### src/rtl/qei_speed_pkg.sv
// Shared configuration for the QEI speed estimator: system clock, counter width,
// sampling rate, averaging window and output width used by the top-level instance.
package qei_speed_pkg;

  localparam int CLK_FREQ          = 48000000;
  localparam int QEI_NBITS         = 16;
  localparam int SPEED_SAMPLE_FREQ = 1000;
  localparam int SPEED_AVG_LOG2    = 2;
  localparam int SPEED_BITS        = 16;

endpackage

### src/rtl/qei_speed_window.sv
// Moving-average window: ring of the last 2^avgLog2 deltas with a running sum.
// sum/full present the window state including this cycle's push, so the caller can register them directly.
module qei_speed_window #(
  parameter int nBits   = 16,
  parameter int avgLog2 = 2
) (
  input  logic                             clk,
  input  logic                             clr,
  input  logic                             push,
  input  logic signed [nBits-1:0]          delta,
  output logic signed [nBits+avgLog2-1:0]  sum,
  output logic                             full
);

  localparam int DEPTH = 1 << avgLog2;
  localparam int PW    = (avgLog2 > 0) ? avgLog2 : 1;
  localparam int FW    = avgLog2 + 1;
  localparam int SW    = nBits + avgLog2;
  localparam logic [FW-1:0] FULLCNT = FW'(DEPTH);

  logic signed [nBits-1:0] ring [DEPTH];
  logic [PW-1:0]           wrPtr;
  logic [FW-1:0]           fill;
  logic [FW-1:0]           fillNext;
  logic signed [SW-1:0]    sumQ;
  logic signed [SW-1:0]    sumNext;
  logic signed [SW-1:0]    deltaExt;
  logic signed [SW-1:0]    oldExt;

  always_comb begin
    deltaExt = delta;
    oldExt   = ring[wrPtr];
    sumNext  = sumQ;
    fillNext = fill;
    if (push) begin
      // The entry being overwritten leaves the window as the new delta enters it.
      sumNext = sumQ + deltaExt - oldExt;
      if (fill != FULLCNT) fillNext = fill + FW'(1);
    end
  end

  always_ff @(posedge clk) begin
    if (clr) begin
      sumQ  <= '0;
      fill  <= '0;
      wrPtr <= '0;
      for (int i = 0; i < DEPTH; i++) ring[i] <= '0;
    end else if (push) begin
      ring[wrPtr] <= delta;
      wrPtr       <= (DEPTH == 1) ? '0 : wrPtr + PW'(1);
      sumQ        <= sumNext;
      fill        <= fillNext;
    end
  end

  assign sum  = sumNext;
  assign full = (fillNext == FULLCNT);

endmodule

### src/rtl/qei_speed.sv
// Speed estimator: samples the wrapping QEI position at a fixed rate, averages the
// signed per-sample delta over a window and emits a saturated speed with a valid strobe.
module qei_speed
  import qei_speed_pkg::*;
#(
  parameter int clkFreq    = CLK_FREQ,
  parameter int sampleFreq = SPEED_SAMPLE_FREQ,
  parameter int nBits      = QEI_NBITS,
  parameter int avgLog2    = SPEED_AVG_LOG2,
  parameter int sBits      = SPEED_BITS
) (
  input  logic                     clk,
  input  logic                     rst,
  input  logic                     en,
  input  logic                     clr,
  input  logic [nBits-1:0]         pos,
  output logic signed [sBits-1:0]  speed,
  output logic                     valid,
  output logic                     ovf
);

  localparam int DIV = clkFreq / sampleFreq;
  localparam int CW  = $clog2(DIV);
  localparam int SW  = nBits + avgLog2;
  localparam logic signed [SW-1:0] SMAX = SW'((2 ** (sBits - 1)) - 1);
  localparam logic signed [SW-1:0] SMIN = SW'(-(2 ** (sBits - 1)));

  logic [CW-1:0]           tickCnt;
  logic                    tick;
  logic                    primed;
  logic                    push;
  logic                    winClr;
  logic                    winFull;
  logic [nBits-1:0]        posPrev;
  logic signed [nBits-1:0] delta;
  logic signed [SW-1:0]    winSum;
  logic signed [SW-1:0]    avg;
  logic signed [sBits-1:0] satVal;
  logic                    clip;

  assign tick   = en && (tickCnt == CW'(DIV - 1));
  assign winClr = rst || clr;
  // The priming tick only captures a reference position; it carries no delta.
  assign push   = tick && primed && !winClr;
  // Modular subtraction makes a counter wrap look like a small step.
  assign delta  = $signed(pos - posPrev);
  assign avg    = winSum >>> avgLog2;

  always_comb begin
    clip   = 1'b0;
    satVal = avg[sBits-1:0];
    if (avg > SMAX) begin
      clip   = 1'b1;
      satVal = SMAX[sBits-1:0];
    end else if (avg < SMIN) begin
      clip   = 1'b1;
      satVal = SMIN[sBits-1:0];
    end
  end

  qei_speed_window #(
    .nBits   (nBits),
    .avgLog2 (avgLog2)
  ) u_window (
    .clk   (clk),
    .clr   (winClr),
    .push  (push),
    .delta (delta),
    .sum   (winSum),
    .full  (winFull)
  );

  always_ff @(posedge clk) begin
    if (rst || clr) begin
      tickCnt <= '0;
      primed  <= 1'b0;
      posPrev <= '0;
      speed   <= '0;
      valid   <= 1'b0;
      ovf     <= 1'b0;
    end else begin
      valid <= 1'b0;
      if (en) tickCnt <= tick ? '0 : tickCnt + CW'(1);
      if (tick) begin
        posPrev <= pos;
        primed  <= 1'b1;
      end
      if (push && winFull) begin
        speed <= satVal;
        valid <= 1'b1;
        if (clip) ovf <= 1'b1;
      end
    end
  end

endmodule

### config.mk
export PLATFORM = sky130hd
export DESIGN_NAME = qei_speed
export DESIGN_NICKNAME = d
export VERILOG_FILES = /design/src/rtl/qei_speed_pkg.sv /design/src/rtl/qei_speed_window.sv /design/src/rtl/qei_speed.sv
export SDC_FILE = /design/constraint.sdc
export NUM_CORES = 1
export LEC_CHECK = 0
export ABC_CLOCK_PERIOD_IN_PS = 4800
export CAP_MARGIN = 40
export CORE_MARGIN = 10
export CORE_UTILIZATION = 50
export CTS_CLUSTER_SIZE = 10
export DETAILED_ROUTE_END_ITERATION = 6
export PLACE_DENSITY = 0.69
export SLEW_MARGIN = 20
export SYNTH_ARGS = -nofsm -noshare
export SYNTH_HDL_FRONTEND = slang
export SYNTH_SLANG_ARGS = --single-unit
### constraint.sdc
create_clock -name clk -period 4.8 [get_ports clk]
set_input_delay 0.48 -clock clk [delete_from_list [all_inputs] [get_ports clk]]
set_output_delay 0.48 -clock clk [all_outputs]
set_load 0.1 [all_outputs]
==> out/qor.csv, run 1 <==
metric,value,unit
clkSlewWorstSetupHoldPaths,60,ps
syn_inst,794,
synth_edf_count,64,
period_minus_slack,4480,ps
seq_area,0.00344,mm²
fin_setup_tns,0,ps
cts_root_buf,clkbuf_16,
crit_slowest_cell,clkdlybuf4s50_1,
n_antenna_cell,0,
numPortBuffers,37,
skew,10.3,ps
critPathArrivalTime,4790,ps
synthTopCellsByArea,"edfxtp_1, dfxtp_1, ha_1",
fill_cells,1260,
yosysSeqAreaShare,44.5,%
io_pins,38,
clk_latency,430,ps
fmax,0.223,GHz
postCtsSetupBuffers,0,
worst_slew_pin_slew,803,ps
dr_total_vias,6325,
vdd_ir_drop_max,294,µV
drt_iter0_markers,348,
grt_overflow,0,
p_leak,3.76,nW
hold_buffers,0,
syn_nets,869,
start_util,50.8,%
setup_viol,0,
hold_class,reg2reg,
firstDrtPassIters,5,
drv_slew,0,
synth_top_area_share,24.9,%
status,finished clean,
place_hpwl,13900,µm
gp_congestion,0.932,
die_h,144,µm
h-tree-depth,4,
cpPeakStageDelay,480,ps
cp_cell_sequence,clkdlybuf4s50_1 -> inv_1 -> ha_1 -> fa_1 -> nor2b_1 -> o31ai_1 -> buf_4 -> a21oi_1 -> buf_4 -> a21oi_1 -> o31ai_1 -> inv_1 -> fa_1 -> ha_1 -> and2_1 -> nand3_1 -> o31ai_1 -> o21ai_0 -> buf_4 -> o311ai_0,
maxCapViolations,0,
syn_to_final_growth,23.9,%
multi_input_area,0.00393,mm²
synth.ff_latch_count,140,
die_w,144,µm
min_period_over_period,93.4,%
critPathRequiredTime,5110,ps
cts_made_buffers,17,
rsz0062_at_grt,false,
cts_tree,done,
grt_max_degree,43,
antenna_found_initial,0,
grt_pass1_vias,6326,
yosysUniqueCellTypes,60,
cts_sinks,140,
coreArea,0.0152,mm²
hold_ws,450,ps
netlist_area,0.00773,mm²
grt_pass1_wl,32000,µm
drcViolationCount,0,
drtAntennaViolNets,0,
critPathKind,in2reg,
finalHoldViolCount,0,
path_max_fanout,6,
synth-async-reset-ratio,0,%
row_count,45,
nNetsFinal,975,
wire_per_inst,17.8,µm
power_density,334,mW/mm²
critPathTopFamily,adder cells,
crit_path_end_kind,flop,
final_core_util,63.0,%
ys.flop_type,dfxtp_1,
cp-start-kind,primary input,
yosysWarnings,0,
synth.avg_cell_area,9.74,µm²
vias_per_cell,5.74,
slew_headroom,46.3,%
clock_path_buffers,2,
grtUsageTotal,19.6,%
wl,19600,µm
cts.repair.resized,0,
worstPathBufferInverterCount,6,
synth_top_cell_by_area,edfxtp_1,
layout-drive-gt1-share,17.0,%
die_area,0.0208,mm²
## worst min-delay path, stage by stage, from the launching register on
cell and delay [ps]:
dfxtp_1 310, nand2_1 50, a21oi_1 50
## registers in the layout, indices dropped and copies added, names as in the netlist, named ones only
| register | count |
|---|---|
| ovf | 1 |
| posPrev | 16 |
| primed | 1 |
| speed | 16 |
| tickCnt | 16 |
| u_window.fill | 3 |
| u_window.ring | 64 |
| u_window.sumQ | 18 |
| u_window.wrPtr | 2 |
| valid | 1 |
## cell usage after synthesis, types with 3 or more instances
library cell,n
o21a_1,8
ha_1,37
nand4_1,11
and2_1,5
a21o_1,10
o31ai_1,4
edfxtp_1,64
xor2_1,19
fa_1,18
a311o_1,5
nor3b_1,3
o21ai_0,32
clkbuf_1,27
nor3_1,10
buf_1,3
nand2_1,77
nor2_2,9
a21oi_1,62
and3_1,11
nor2_1,92
a211oi_1,6
o31a_1,3
dfxtp_1,76
nand2b_1,5
nor2b_1,4
or3_1,5
or2_2,5
a31oi_1,6
mux4_2,16
inv_1,60
o311ai_0,6
buf_2,4
nor4_1,5
nand3_1,33
xnor2_1,17
a211o_1,6
## power breakdown
group | total [mW] | switching, mW | internal, mW
clock network | 1.28 | 0.509 | 0.776
registers | 1.28 | 0.00777 | 1.27
logic | 0.635 | 0.351 | 0.284
total | 3.20 | 0.868 | 2.33
## layout by cell type, fill, tap and decap left out, drive strengths merged, types with 3 or more instances in the layout
cell type      synthesis  layout
and3                  11      11
nor2b                  4       4
or4                    3       3
xor2                  19      19
o31ai                  4       4
nor3                  10      10
a21o                  10      10
o21a                   8       8
a21oi                 62      62
a31oi                  6       6
ha                    37      37
clkinv                 0       4
or3                    5       5
nand2b                 5       5
dfxtp                 76      76
mux4                  16      16
nand2                 77      77
or2                    6       6
xnor2                 17      17
nand3                 33      33
nand4                 12      12
edfxtp                64      64
nor3b                  3       3
clkbuf                27      24
fa                    18      18
a311o                  5       5
o311ai                 6       6
nor2                 101     101
buf                    8      85
o31a                   3       3
o21ai                 32      32
nor4                   6       6
a211o                  6       6
inv                   60      62
a211oi                 6       6
and2                   5       5
clkdlybuf4s50          0      37
## per-layer routing
| metal | vias to the layer above | share of wire (%) | track usage, % |
|---|---|---|---|
| met5 | - | 0 | 0 |
| met1 | 3094 | 44 | 24.1 |
| met3 | 26 | 4.6 | 4.43 |
| met2 | 164 | 50 | 33.4 |
| li1 | 3041 | - | - |
| met4 | 0 | 1.4 | 6.54 |
## through the flow
step           cells  instance area [µm²]  worst slack (ps)  power (mW)
2_1_floorplan    794                 7730               473        1.68
5_1_grt         1101                 9580              58.5        3.33
3_3_place_gp    1049                 8690              -195        1.91
4_1_cts         1100                 9560               167        3.21
3_5_place_dp    1068                 8980              -281        1.93
6_report        1101                 9580               318        3.20
## logic make-up after synthesis
group / synth area share [%]
xor gates and xnor gates: 4.08
muxes: 4.79
AOI/OAI and AO/OA: 13.4
buffers and inverters: 4.78
adders and majority gates: 10.7
DFF: 44.5
and+or+nand+nor: 17.8
## path summary, 6_finish.rpt
kind,startpoint,to,slack [ps],cells after the start
max,pos[0],u_window.sumQ[17]$_SDFFE_PP0P_,320,20
min,posPrev[2]$_SDFFE_PP0P_,posPrev[2]$_SDFFE_PP0P_,450,2
max reg2reg,posPrev[1]$_SDFFE_PP0P_,u_window.sumQ[17]$_SDFFE_PP0P_,460,18
min reg2reg,posPrev[2]$_SDFFE_PP0P_,posPrev[2]$_SDFFE_PP0P_,450,2
## layout make-up
class | count | share of cell area [%]
multi-input cells | 559 | 41.0
flip-flops and latches | 140 | 36.0
repair buffers | 122 | 12.1
clock buffers | 24 | 5.58
well taps | 188 | 2.46
inverters | 60 | 2.35
clock inverters | 8 | 0.536
Note: power is estimated with default switching activity, not from simulation.
==> run 2: changes to the inputs <==
GPL_TIMING_DRIVEN = 1   (was default)
==> results of run 2 <==
Final layout, timing and power as in run 1 (identical DEF).
==> run 3: changes to the inputs <==
CORE_UTILIZATION = 61   (was 50)
CTS_CLUSTER_DIAMETER = 120   (was default)
PLACE_DENSITY = 0.82   (was 0.69)
==> out/qor.csv, run 3 (same netlist as run 1, synthesis figures left out) <==
metric,value,unit
coreArea,0.0125,mm²
grt_pass1_wl,32000,µm
cts.repair.resized,0,
largestRegisters,"u_window.ring (64), u_window.sumQ (18)",
nNetsFinal,962,
p_leak,3.72,nW
row_count,41,
min_period_over_period,95.2,%
cts_made_buffers,17,
hold_ws,448,ps
drtAntennaViolNets,0,
numPortBuffers,37,
critPathTopFamily,compound AO/OA/AOI/OAI gates,
h-tree-depth,4,
busiest_layer,met2,
grt_pass1_vias,6436,
start_util,61.8,%
cp_cell_sequence,clkdlybuf4s50_1 -> ha_1 -> nor2b_1 -> o31a_1 -> o311ai_1 -> buf_4 -> o21bai_1 -> xnor2_1 -> buf_4 -> inv_1 -> fa_1 -> ha_1 -> and2_1 -> nand3_1 -> o31ai_1 -> o21ai_0 -> o311ai_0,
wire_per_inst,18.1,µm
cts_sinks,140,
firstDrtPassIters,6,
cts_tree,done,
place_hpwl,13700,µm
drcViolationCount,0,
placed_cell_area,0.00889,mm²
vias_per_cell,5.92,
path_max_fanout,5,
crit_path_end_kind,flop,
cpPeakStageDelay,470,ps
die_area,0.0176,mm²
hold_buffers,0,
setup_viol,0,
final_cell_area,0.00952,mm²
grt.met2_usage,40.3,%
grtUsageMet3,4.39,%
worst_slew_pin_slew,784,ps
grt_overflow,0,
crit_start,pos[1],
grtUsageTotal,22.5,%
postCtsSetupBuffers,0,
met1_usage,26.1,%
critPathArrivalTime,4880,ps
status,finished clean,
clock_path_buffers,2,
grt_max_degree,43,
critPathRequiredTime,5110,ps
syn_to_final_growth,23.2,%
crit_slowest_cell,fa_1,
dr_total_vias,6341,
vdd_ir_drop_max,290,µV
skew,13.5,ps
hold_start,posPrev[6]$_SDFFE_PP0P_,
final_cell_mix,"nor2_1, nand2_1, dfxtp_1",
antenna_found_initial,0,
n_antenna_cell,0,
critPathKind,in2reg,
layout-drive-gt1-share,15.7,%
maxCapViolations,0,
fmax,0.219,GHz
drt_iter0_markers,592,
drv_slew,0,
setup_ws,231,ps
largest_reg_flops,64,
finalHoldViolCount,0,
die_h,133,µm
fin_setup_tns,0,ps
worstPathBufferInverterCount,4,
slew_headroom,47.7,%
power,3.27,mW
io_pins,38,
place_ws,-255,ps
wl,19400,µm
hold_class,reg2reg,
cts_root_buf,clkbuf_16,
clk_latency,430,ps
rsz0062_at_grt,false,
regMostFlops,u_window.ring,
period_minus_slack,4570,ps
layout_commonest_cell,nor2_1,
die_w,133,µm
r2r-start,posPrev[1]$_SDFFE_PP0P_,
clkSlewWorstSetupHoldPaths,60,ps
cp-start-kind,primary input,
power_density,344,mW/mm²
gp_congestion,0.978,
-- run 3: layer usage --
metal	vias to the layer above	part of all wire, %
li1	3008	-
met1	3079	40
met2	216	52
met3	38	5.2
met4	0	2.1
met5	-	0
-- run 3: final cells by class --
cell class	count	area [µm²]
sequential	140	3440
tap	172	215
timing repair buffer	109	1080
clock inverter	9	91.3
fill	874	3000
inverter	60	225
clock buffer	23	533
multi-input combinational	559	3930
-- run 3: path summary, 6_finish.rpt --
| check | cells past startpoint | slack [ps] | end |
|---|---|---|---|
| max | 17 | 230 | speed[15]$_SDFFE_PP0P_ |
| min reg2reg | 2 | 450 | posPrev[6]$_SDFFE_PP0P_ |
| max reg2reg | 17 | 330 | speed[15]$_SDFFE_PP0P_ |
| min | 2 | 450 | posPrev[6]$_SDFFE_PP0P_ |
-- run 3: per-stage QoR --
stage          utilization [%]  std cells
2_1_floorplan                -        794
3_3_place_gp              68.5       1021
3_5_place_dp              71.0       1040
4_1_cts                   76.0       1072
5_1_grt                   76.1       1072
6_report                  76.1       1072
-- run 3: power by group --
part           internal [mW]  switching, mW  total (mW)
combinational          0.272          0.351       0.623
clock                  0.842          0.525        1.37
sequential              1.27        0.00843        1.28
total                   2.39          0.885        3.27
-- run 3: worst min-delay path, delay by kind of cell, from the launching register on --
kind,cells,cell delay (ps)
AO/OA/AOI/OAI,1,50
flip-flops,1,310
AND/OR/NAND/NOR,1,50
